===== src/rtl/lcd_feed_pkg.sv =====
// Shared types and pacing constants for the LCD12864 code feeder.
package lcd_feed_pkg;

  typedef enum logic [1:0] {
    INIT = 2'd0,
    RUN  = 2'd1,
    GAP  = 2'd2
  } feed_state_t;

  localparam int GROUP_LEN = 16;
  localparam int FRAME_LEN = 64;
  localparam int GROUP_GAP = 1;
  localparam int FRAME_GAP = 8;

  localparam logic [1:0] CODE_WHITE = 2'b00;
  localparam logic [1:0] CODE_BLACK = 2'b11;

endpackage


===== src/rtl/lcd_feed_if.sv =====
// Code-in / LCD-out bundle between classifier, feeder and LCD driver.
// Optional Underflow signal exists only when FEED_UNDERFLOW_FLAG_EN is defined.
interface lcd_feed_if #(parameter int DEPTH = 16);
  logic [1:0]              Code_In;
  logic                    Code_Valid;
  logic                    Code_Ready;
  logic [1:0]              Lcd_Data;
  logic                    Lcd_Valid;
  logic [$clog2(DEPTH):0]  Fifo_Level;
`ifdef FEED_UNDERFLOW_FLAG_EN
  logic                    Underflow;

  modport master (output Code_In, Code_Valid,
                  input  Code_Ready, Lcd_Data, Lcd_Valid, Fifo_Level, Underflow);
  modport slave  (input  Code_In, Code_Valid,
                  output Code_Ready, Lcd_Data, Lcd_Valid, Fifo_Level, Underflow);
`else
  modport master (output Code_In, Code_Valid,
                  input  Code_Ready, Lcd_Data, Lcd_Valid, Fifo_Level);
  modport slave  (input  Code_In, Code_Valid,
                  output Code_Ready, Lcd_Data, Lcd_Valid, Fifo_Level);
`endif
endinterface


===== src/rtl/lcd_feed_fifo.sv =====
// Synchronous FIFO for 2-bit codes; no read bypass, read data is the head entry.
module lcd_feed_fifo #(
  parameter int DEPTH = 16,
  parameter int WIDTH = 2
) (
  input  logic                    clk,
  input  logic                    rst,
  input  logic                    push,
  input  logic                    pop,
  input  logic [WIDTH-1:0]        wdata,
  output logic [WIDTH-1:0]        rdata,
  output logic                    full,
  output logic                    empty,
  output logic [$clog2(DEPTH):0]  level
);
  localparam int AW = $clog2(DEPTH);

  logic [WIDTH-1:0] mem [DEPTH];
  logic [AW-1:0]    wr_ptr;
  logic [AW-1:0]    rd_ptr;
  logic [AW:0]      count;
  logic             wr_en;
  logic             rd_en;

  assign full  = (count == (AW+1)'(DEPTH));
  assign empty = (count == '0);
  assign level = count;
  assign rdata = mem[rd_ptr];
  assign wr_en = push && !full;
  assign rd_en = pop && !empty;

  // Storage carries data only, so it is left out of reset.
  always_ff @(posedge clk) begin
    if (wr_en) mem[wr_ptr] <= wdata;
  end

  always_ff @(posedge clk) begin
    if (rst) begin
      wr_ptr <= '0;
      rd_ptr <= '0;
      count  <= '0;
    end else begin
      if (wr_en) wr_ptr <= wr_ptr + 1'b1;
      if (rd_en) rd_ptr <= rd_ptr + 1'b1;
      if (wr_en && !rd_en)      count <= count + 1'b1;
      else if (rd_en && !wr_en) count <= count - 1'b1;
    end
  end

endmodule


===== src/rtl/lcd_code_feeder.sv =====
// Buffers segment codes and issues them to the LCD12864 driver with init/group/frame pacing.
// Optional sticky Underflow output enabled by FEED_UNDERFLOW_FLAG_EN.
module lcd_code_feeder
  import lcd_feed_pkg::*;
#(
  parameter int DEPTH     = 16,
  parameter int INIT_IDLE = 7
) (
  input  logic       LcdFeed_clk,
  input  logic       LcdFeed_rst,
  lcd_feed_if.slave  feed
);
  localparam int IW = $clog2(INIT_IDLE + 1);

  feed_state_t       state;
  logic [IW-1:0]     idle_cnt;
  logic [5:0]        code_cnt;
  logic [5:0]        cnt_next;
  logic [3:0]        gap_cnt;
  logic [1:0]        lcd_data;
  logic              lcd_valid;
  logic              push;
  logic              pop;
  logic              full;
  logic              empty;
  logic [1:0]        head;
  logic [$clog2(DEPTH):0] level;

  assign feed.Code_Ready = !full && !LcdFeed_rst;
  assign push            = feed.Code_Valid && feed.Code_Ready;
  assign pop             = (state == RUN) && !empty;
  assign cnt_next        = code_cnt + 6'd1;

  assign feed.Lcd_Data   = lcd_data;
  assign feed.Lcd_Valid  = lcd_valid;
  assign feed.Fifo_Level = level;

  lcd_feed_fifo #(.DEPTH(DEPTH), .WIDTH(2)) u_fifo (
    .clk   (LcdFeed_clk),
    .rst   (LcdFeed_rst),
    .push  (push),
    .pop   (pop),
    .wdata (feed.Code_In),
    .rdata (head),
    .full  (full),
    .empty (empty),
    .level (level)
  );

  // Frame boundary takes priority so the 64th code gets only the long gap.
  always_ff @(posedge LcdFeed_clk) begin
    if (LcdFeed_rst) begin
      state     <= INIT;
      idle_cnt  <= '0;
      code_cnt  <= '0;
      gap_cnt   <= '0;
      lcd_data  <= CODE_WHITE;
      lcd_valid <= 1'b0;
    end else begin
      lcd_data  <= CODE_WHITE;
      lcd_valid <= 1'b0;
      case (state)
        INIT: begin
          if (idle_cnt == IW'(INIT_IDLE - 1)) state <= RUN;
          else                                idle_cnt <= idle_cnt + 1'b1;
        end
        RUN: begin
          if (!empty) begin
            lcd_data  <= head;
            lcd_valid <= 1'b1;
            code_cnt  <= cnt_next;
            if ((cnt_next & 6'(FRAME_LEN - 1)) == 6'd0) begin
              state   <= GAP;
              gap_cnt <= 4'(FRAME_GAP);
            end else if ((cnt_next & 6'(GROUP_LEN - 1)) == 6'd0) begin
              state   <= GAP;
              gap_cnt <= 4'(GROUP_GAP);
            end
          end
        end
        GAP: begin
          gap_cnt <= gap_cnt - 4'd1;
          if (gap_cnt == 4'd1) state <= RUN;
        end
        default: state <= INIT;
      endcase
    end
  end

`ifdef FEED_UNDERFLOW_FLAG_EN
  logic issued;
  logic underflow;

  assign feed.Underflow = underflow;

  always_ff @(posedge LcdFeed_clk) begin
    if (LcdFeed_rst) begin
      issued    <= 1'b0;
      underflow <= 1'b0;
    end else begin
      if (pop) issued <= 1'b1;
      if ((state == RUN) && empty && issued) underflow <= 1'b1;
    end
  end
`endif

endmodule

===== src/flat_wrapper.sv =====
// flat-port wrapper written by rule: the top's interface ports become plain ports
module lcd_code_feeder_flat import lcd_feed_pkg::*;
#(
  parameter int DEPTH     = 16,
  parameter int INIT_IDLE = 7
)
  (LcdFeed_clk, LcdFeed_rst, feed_Code_In, feed_Code_Valid, feed_Code_Ready, feed_Lcd_Data, feed_Lcd_Valid, feed_Fifo_Level);
  lcd_feed_if #(.DEPTH(DEPTH)) feed_i ();
  input  logic LcdFeed_clk;
  input  logic LcdFeed_rst;
  input wire logic [$bits(feed_i.Code_In)-1:0] feed_Code_In;
  input wire logic [$bits(feed_i.Code_Valid)-1:0] feed_Code_Valid;
  output wire logic [$bits(feed_i.Code_Ready)-1:0] feed_Code_Ready;
  output wire logic [$bits(feed_i.Lcd_Data)-1:0] feed_Lcd_Data;
  output wire logic [$bits(feed_i.Lcd_Valid)-1:0] feed_Lcd_Valid;
  output wire logic [$bits(feed_i.Fifo_Level)-1:0] feed_Fifo_Level;
  assign feed_i.Code_In = feed_Code_In;
  assign feed_i.Code_Valid = feed_Code_Valid;
  assign feed_Code_Ready = feed_i.Code_Ready;
  assign feed_Lcd_Data = feed_i.Lcd_Data;
  assign feed_Lcd_Valid = feed_i.Lcd_Valid;
  assign feed_Fifo_Level = feed_i.Fifo_Level;
  lcd_code_feeder #(.DEPTH(DEPTH), .INIT_IDLE(INIT_IDLE)) u_core (.LcdFeed_clk(LcdFeed_clk), .LcdFeed_rst(LcdFeed_rst), .feed(feed_i));
endmodule

===== config.mk =====
export PLATFORM = sky130hd
export DESIGN_NAME = lcd_code_feeder_flat
export DESIGN_NICKNAME = d
export VERILOG_FILES = /design/src/rtl/lcd_feed_pkg.sv /design/src/rtl/lcd_feed_if.sv /design/src/rtl/lcd_feed_fifo.sv /design/src/rtl/lcd_code_feeder.sv /design/src/flat_wrapper.sv
export SDC_FILE = /design/constraint.sdc
export NUM_CORES = 1
export LEC_CHECK = 0
export ABC_AREA = 1
export BUFFER_PORTS_ARGS = -buffer_cell sky130_fd_sc_hd__buf_2
export CORE_AREA = 2 2 96 98
export DETAILED_ROUTE_END_ITERATION = 8
export DIE_AREA = 0 0 98 100
export SLEW_MARGIN = 20
export SYNTH_ARGS = -nofsm -noshare
export SYNTH_HDL_FRONTEND = slang
export SYNTH_SLANG_ARGS = --single-unit

===== constraint.sdc =====
create_clock -name LcdFeed_clk -period 3 [get_ports LcdFeed_clk]
set_input_delay 0.3 -clock LcdFeed_clk [delete_from_list [all_inputs] [get_ports LcdFeed_clk]]
set_output_delay 0.3 -clock LcdFeed_clk [all_outputs]
set_load 0.005 [all_outputs]

[Yosys cells after proc, flatten, opt, wreduce, memory -nomap -nowiden]
Memories as Yosys holds them, arrays and structs flattened. A register that Yosys moved wholly into a read port is not among the register bits.
Cells that the tools add are included.
Word-level totals
  flip-flop bits (word level): 29
  memory bits (writable): 32
  input bits: 5
  output and inout port bits: 9
  word-level logic and storage cells: 67
  memories kept: 1
Memories
  u_core.u_fifo.mem: words 16, width 2, read ports 1, clocked after memory_dff 1, wr ports 1, line lcd_feed_fifo.sv:18  | logic [WIDTH-1:0] mem [DEPTH];
Cells by class
  add/sub/neg operators: 7
  equal/unequal tests: 9
  mux-type cells: 15
  bitwise operators: 3
  reduce and logical (&&, ||, !) cells: 24
Operators by type and width (count)
  $logic_not A6 Y1: 2
  $mux W4: 3
  $mux W2: 5
  $mux W5: 2
  $add A4 B1 Y4 const B: 2
  $pmux W4 S2: 1
  $logic_and A1 B1 Y1: 7
  $add A6 B1 Y6 const B: 1
  $pmux W2 S3: 1
  $add A5 B1 Y5 const B: 1
  $eq A5 B5 Y1 const B: 1
  $logic_not A1 Y1: 5
  $logic_not A5 Y1: 1
  $sub A5 B1 Y5 const B: 1
  $eq A4 B1 Y1 const B: 1
  $ne A2 B1 Y1 const B: 2
  $reduce_and A2 Y1: 2
  $reduce_and A4 Y1: 1
  $reduce_bool A2 Y1: 2
  $sub A4 B1 Y4 const B: 1
  $add A3 B1 Y3 const B: 1
  $eq A3 B3 Y1 const B: 1
  $mux W1: 3
  $ne A3 B3 Y1 const B: 1
  8 further kinds: 10

[Logic depth before layout (Yosys ltp)]
  word-level depth: 9
  depth in mapped cells: 15
  gate-level depth less buffers: 15

[Hierarchy]
Synthesis repeated with hierarchy kept, for this count alone.
Unflattened totals
  cell total of the unflattened synthesis: 402
  area total of the unflattened synthesis: 3358.2 sq um
Modules (own cells, without submodules)
  lcd_feed_fifo: instances 1, cells each 270, area an instance 2358.5 sq um, seq. area each 1301.2 sq um
  lcd_code_feeder: instances 1, cells each 132, area an instance 999.7 sq um, seq. area each 360.3 sq um

[Least setup slack after synthesis]
OpenSTA, ideal clock, no wires.
  kind: reg2reg
  start point: register u_core.u_fifo.count[1] (netlist: u_core.u_fifo.level[1])
  end point: register u_core.u_fifo.count[4] (netlist: u_core.u_fifo.level[4])
  setup time: 0.119 ns
  data arrival time: 1.976 ns
  data required time: 2.881 ns
  slack: 0.905 ns
  cell stages (with the launch flop): 16
  buffers on the path: 0
  clock period less this slack: 2.095 ns
  cell sequence: dfxtp_1 -> nor2_1 -> nand3_1 -> nand2_1 -> inv_2 -> nand2_4 -> inv_2 -> ha_1 -> inv_1 -> ha_1 -> a21oi_1 -> nand2_1 -> a21oi_1 -> o211ai_1 -> nand2_1 -> a21oi_1
Between the ends
  word-level cells in the longest chain between the ends: 8
  elaborated cells between the ends (all ways): 18
  those cells by class: 2 x add/sub; 1 x eq/ne; 2 x mux; 13 x reduce/logical
RTL lines
  start: declaration: line lcd_feed_fifo.sv:21  | logic [AW:0] count;
  start signal: assignment: line lcd_feed_fifo.sv:45  | if (wr_en && !rd_en) count <= count + 1'b1;
  start signal: assignment: line lcd_feed_fifo.sv:46  | else if (rd_en && !wr_en) count <= count - 1'b1;
  $eq A5 B5 Y1 (*): line lcd_feed_fifo.sv:25  | assign full = (count == (AW+1)'(DEPTH));
  $logic_not A1 Y1 (*): line lcd_code_feeder.sv:29  | assign feed.Code_Ready = !full && !LcdFeed_rst;
  $logic_and A1 B1 Y1 (*): line lcd_code_feeder.sv:29
  net feed_Code_Ready: line flat_wrapper.sv:13  | output wire logic [$bits(feed_i.Code_Ready)-1:0] feed_Code_Ready;
  $logic_and A1 B1 Y1 (*): line lcd_code_feeder.sv:30  | assign push = feed.Code_Valid && feed.Code_Ready;
  $logic_and A1 B1 Y1 (*): line lcd_feed_fifo.sv:29  | assign wr_en = push && !full;
  net u_core.u_fifo.wr_en: line lcd_feed_fifo.sv:22  | logic wr_en;
  $logic_not A1 Y1: line lcd_feed_fifo.sv:46
  $logic_and A1 B1 Y1: line lcd_feed_fifo.sv:46
  $reduce_bool A2 Y1 (no line)
The timed path passes the listed nets; every way through them passes the cells marked *. The select of a mux whose other input is x is not followed.
A chain may end at the register's enable or synchronous reset.

[Worst setup path after layout]
  start point: register u_core.u_fifo.count[1] (netlist: u_core.u_fifo.level[1])
  end point: register u_core.u_fifo.count[4] (netlist: u_core.u_fifo.level[4])
Between the ends
  word-level cells in the longest chain between the ends: 8
  elaborated cells between the ends (all ways): 18
  those cells by class: 2 x add/sub; 1 x eq/ne; 2 x mux; 13 x reduce/logical
RTL lines (line)
  $eq A5 B5 Y1 (*): lcd_feed_fifo.sv:25
  $logic_not A1 Y1 (*): lcd_feed_fifo.sv:29, lcd_code_feeder.sv:29
  $logic_and A1 B1 Y1: lcd_code_feeder.sv:29
  $logic_and A1 B1 Y1: lcd_code_feeder.sv:30
  $logic_and A1 B1 Y1 (*): lcd_feed_fifo.sv:29
  net u_core.u_fifo.wr_en: lcd_feed_fifo.sv:22
  $logic_not A1 Y1: lcd_feed_fifo.sv:46
  $logic_and A1 B1 Y1: lcd_feed_fifo.sv:46
  $reduce_bool A2 Y1 (no line)
Marks and branches as above.

==> key figures <==
Timing
  – Final min period: 2.34 ns
  – Fin crit share: 78.1%
  – Maximum achievable frequency: 0.427 GHz
  – Final hold vios: 0
  – Setup violation total in the final timing report: 0
  – Actual transition at the worst max-transition pin: 0.709 ns
  – Final clock skew: 0.00814 ns
  – Total negative setup slack: 0 ns
  – Unrepaired setup endpoints after global routing: no
  – Headroom to the max-slew limit: 52.7%
  – Max-slew violation count: 0

Route
  – Drt wl/cell: 12.2 um
  – Iteration-0 DRC count of the detailed router: 69
  – Post-DRT Antenna Nets: 0
  – Vias per Instance: 4.73
  – Via count: 2,213
  – Final routed DRC violation total: 0
  – Final wirelength: 5690 um
  – Count of TritonRoute iterations in the first routing pass: 4

Synth
  – Area share of the largest cell type after synthesis: 31.9%
  – Net count after synthesis: 355
  – Yosys top cell by area: sky130_fd_sc_hd__edfxtp_1
  – Number of distinct library cells after synthesis: 33
  – Count of mapped cells out of synthesis: 335
  – Number of warning messages in the yosys log: 0
  – Part of the Yosys area used for sequential elements: 52.4%
  – Synthesized cell area: 3020 sq um
  – Mapped Avg Cell Area: 9.00 sq um
  – Flop and latch count out of synthesis: 63
  – Cells taking the most area after synthesis: sky130_fd_sc_hd__edfxtp_1 32%, sky130_fd_sc_hd__dfxtp_1 21%, sky130_fd_sc_hd__nand2_1 7.0%

Clocking
  – Clock-pin slew on the worst setup and hold paths: 0.07 ns
  – Resized Gates After CTS: 0
  – Post-CTS Hold Buffers: 0
  – Library cell used as clock root buffer: sky130_fd_sc_hd__clkbuf_8
  – Worst skew pair latency: 0.33 ns
  – Number of clock sinks seen by CTS: 63
  – Htree depth: 3
  – Buffer count from post-CTS setup fixing: 0
  – Clock tree from TritonCTS: built
  – Clock Path Buffers: 2
  – Cts bufs inserted: 9

Setup path
  – Critical path fanouts, max: 7
  – Data required time at the worst endpoint: 3.22 ns
  – Worst endpoint data arrival time: 2.56 ns
  – Critical path capture point type: flip-flop
  – CP max stage delay: 0.36 ns
  – Reg2reg path depth: 15
  – List of cells traversed by the critical path: nor2_1 > nand3_1 > nand2_1 > inv_2 > nand2_4 > inv_2 > ha_1 > inv_1 > ha_1 > a21oi_1 > nand2_1 > a21oi_1 > o211ai_1 > nand2_1 > a21oi_1
  – CP startpoint kind: flip-flop
  – Worst setup path startpoint: u_core.u_fifo.level[1]
  – Reg-to-reg critical path endpoint: u_core.u_fifo.level[4]
  – Worst setup path class: flip-flop to flip-flop
  – Critical register-to-register path startpoint: u_core.u_fifo.level[1]
  – Register-to-Register Setup Slack: 0.66 ns
  – Slowest stage cell, crit path: sky130_fd_sc_hd__dfxtp_1

Layout
  – Diode count: 0
  – Fin area: 3400 sq um
  – Ratio of cells with drive above 1 in the final layout: 14.6%
  – Register area: 1580 sq um
  – P&R area growth vs syn: 12.7%
  – Area of the multi-input gates: 1230 sq um
  – Number of fillers in the final layout: 885
  – Layout Cells excl Fill: 468
  – Final net count: 372

Global routing
  – Number of antenna violations at the first check in global routing: 0
  – Busiest metal layer after global routing: met2
  – Met3 Track Usage GR: 2.44%
  – Met2 track demand over resource in global routing: 20.3%
  – Largest net degree at the start of global routing: 21
  – Met1 global-route usage: 15.4%
  – Number of global-route vias before repair: 2,115
  – GRT Total Usage: 12.4%
  – Global-route wire length before repair: 9610 um
  – Total overflow reported by the global router: 0

Floorplanning
  – Vertical die dimension: 100 um
  – Count of pins on the block boundary: 14
  – Area of the die: 9800 sq um
  – Initial standard-cell utilization of the core: 33.9%
  – Chip Width: 98 um
  – Core ar.: 8890 sq um
  – Number of standard-cell rows in the floorplan: 35

Worst hold path
  – Startpoint of the most critical hold path: feed_Code_Valid
  – Hold WC Path Type: primary input to flip-flop
  – End of the worst hold path: u_core.u_fifo.wr_ptr[1]
  – Worst hold path depth: 3

Placed design
  – Port Buffer Count: 13
  – Dpl cells: 452
  – Area of placed instances: 3170 sq um
  – HPWL reported at the end of detailed placement: 4100 um
  – GPL Wtd Cong: 0.780

Run status
  – Result of the run: complete, no violations

Power
  – Leakage component of the power: 1.32 nW
  – Maximum vdd ir drop: 0.317 mV
  – Total power divided by cell area: 792 nW/um^2

Flow run
  – Number of violations of the max-capacitance limit: 0
## stage by stage
stage / hold WS [ns] / worst slack (ns) / util (%) / total power [W]
4_1_cts: 0.255 / 0.661 / 38.2 / 0.00272
3_5_place_dp: 0.445 / 0.679 / 35.6 / 0.00188
5_1_grt: 0.278 / 0.425 / 38.2 / 0.00288
6_report: 0.268 / 0.657 / 38.2 / 0.00269
2_1_floorplan: 0.399 / 0.905 / - / 0.00172
3_3_place_gp: 0.435 / 0.769 / 35.6 / 0.00187
## cell usage in the layout, fill, tap and decap left out, types with 2 or more instances in the layout
cell and count:
sky130_fd_sc_hd__buf_2 13, sky130_fd_sc_hd__nand2_2 3, sky130_fd_sc_hd__a21oi_1 28, sky130_fd_sc_hd__a31oi_1 2
sky130_fd_sc_hd__nand3_2 2, sky130_fd_sc_hd__o21ai_1 5, sky130_fd_sc_hd__a21oi_2 2, sky130_fd_sc_hd__nand2_4 4
sky130_fd_sc_hd__dfxtp_1 31, sky130_fd_sc_hd__inv_1 33, sky130_fd_sc_hd__nor2_1 45, sky130_fd_sc_hd__o21ai_0 26
sky130_fd_sc_hd__nor2_2 3, sky130_fd_sc_hd__nand2_1 56, sky130_fd_sc_hd__nand4_1 3, sky130_fd_sc_hd__o211ai_1 2
sky130_fd_sc_hd__ha_1 14, sky130_fd_sc_hd__nand3_1 19, sky130_fd_sc_hd__xor2_1 3, sky130_fd_sc_hd__bufinv_16 2
sky130_fd_sc_hd__inv_2 4, sky130_fd_sc_hd__clkbuf_8 11, sky130_fd_sc_hd__edfxtp_1 32
## layer usage
layer	share of wire, %	up-vias
met5	0	-
met4	2.8	0
met2	46	39
li1	-	1154
met1	48	1005
met3	3.4	15
## state kept, by name, indices dropped and copies added, names as in the netlist
signal                 cells
u_core.gap_cnt             4
u_core.feed.Lcd_Data       2
u_core.u_fifo.level        5
u_core.u_fifo.rd_ptr       4
u_core.idle_cnt            3
u_core.u_fifo.wr_ptr       4
u_core.u_fifo.mem         32
u_core.feed.Lcd_Valid      1
u_core.state               2
u_core.code_cnt            6
## how the worst max path moves through the flow
stage	to	depth (start not counted)	slack, ns
floorplan	u_core.u_fifo.level[4]	15	0.90
global placement	u_core.u_fifo.level[4]	15	0.77
detailed placement	u_core.u_fifo.level[4]	15	0.68
CTS	u_core.u_fifo.level[3]	14	0.66
global route	u_core.u_fifo.level[3]	14	0.42
finish	u_core.u_fifo.level[4]	15	0.66
## area by class of cell
| cell class | instances | area share [%] |
|---|---|---|
| clock buffers | 11 | 4.45 |
| well taps | 111 | 4.09 |
| multi-input cells | 226 | 36.2 |
| inverters | 38 | 4.27 |
| clock inverters | 5 | 2.36 |
| repair buffers | 14 | 2.13 |
| flip-flops and latches | 63 | 46.5 |
## critical path: cells and delay by family (launching register included)
family	cells	cell delay, ns
adder cells (fa/ha/maj)	2	0.50
AND/OR/NAND/NOR	6	0.62
buffers and inverters	3	0.31
flip-flops	1	0.36
AO/OA/AOI/OAI	4	0.44
## cells in the mapped netlist (all sizes together)
cell type and count:
nand3b 1, o21ai 31, dfxtp 31, ha 14
nand3 22, a31oi 2, o221ai 1, nand2 63
buf 8, a21oi 30, nor2 49, fa 1
nand4 3, xor2 3, o22ai 1, or2 2
o211ai 2, nor3 1, edfxtp 32, inv 38
## where the power goes
group / leakage, nW / internal, W / total [W] / switching [W]
registers: 0.541 / 0.00101 / 0.00114 / 0.000133
logic: 0.666 / 0.000274 / 0.000721 / 0.000447
clock network: 0.113 / 0.000512 / 0.000832 / 0.000320
## cell families after synthesis
kind of cell / synth area share [%]
XOR/XNOR: 0.871
buffers and inverters: 6.80
AO/OA/AOI/OAI: 11.8
adder cells (fa/ha/maj): 6.47
flip-flops: 52.4
AND/OR/NAND/NOR: 21.7
Note: power is estimated with default switching activity, not from simulation.
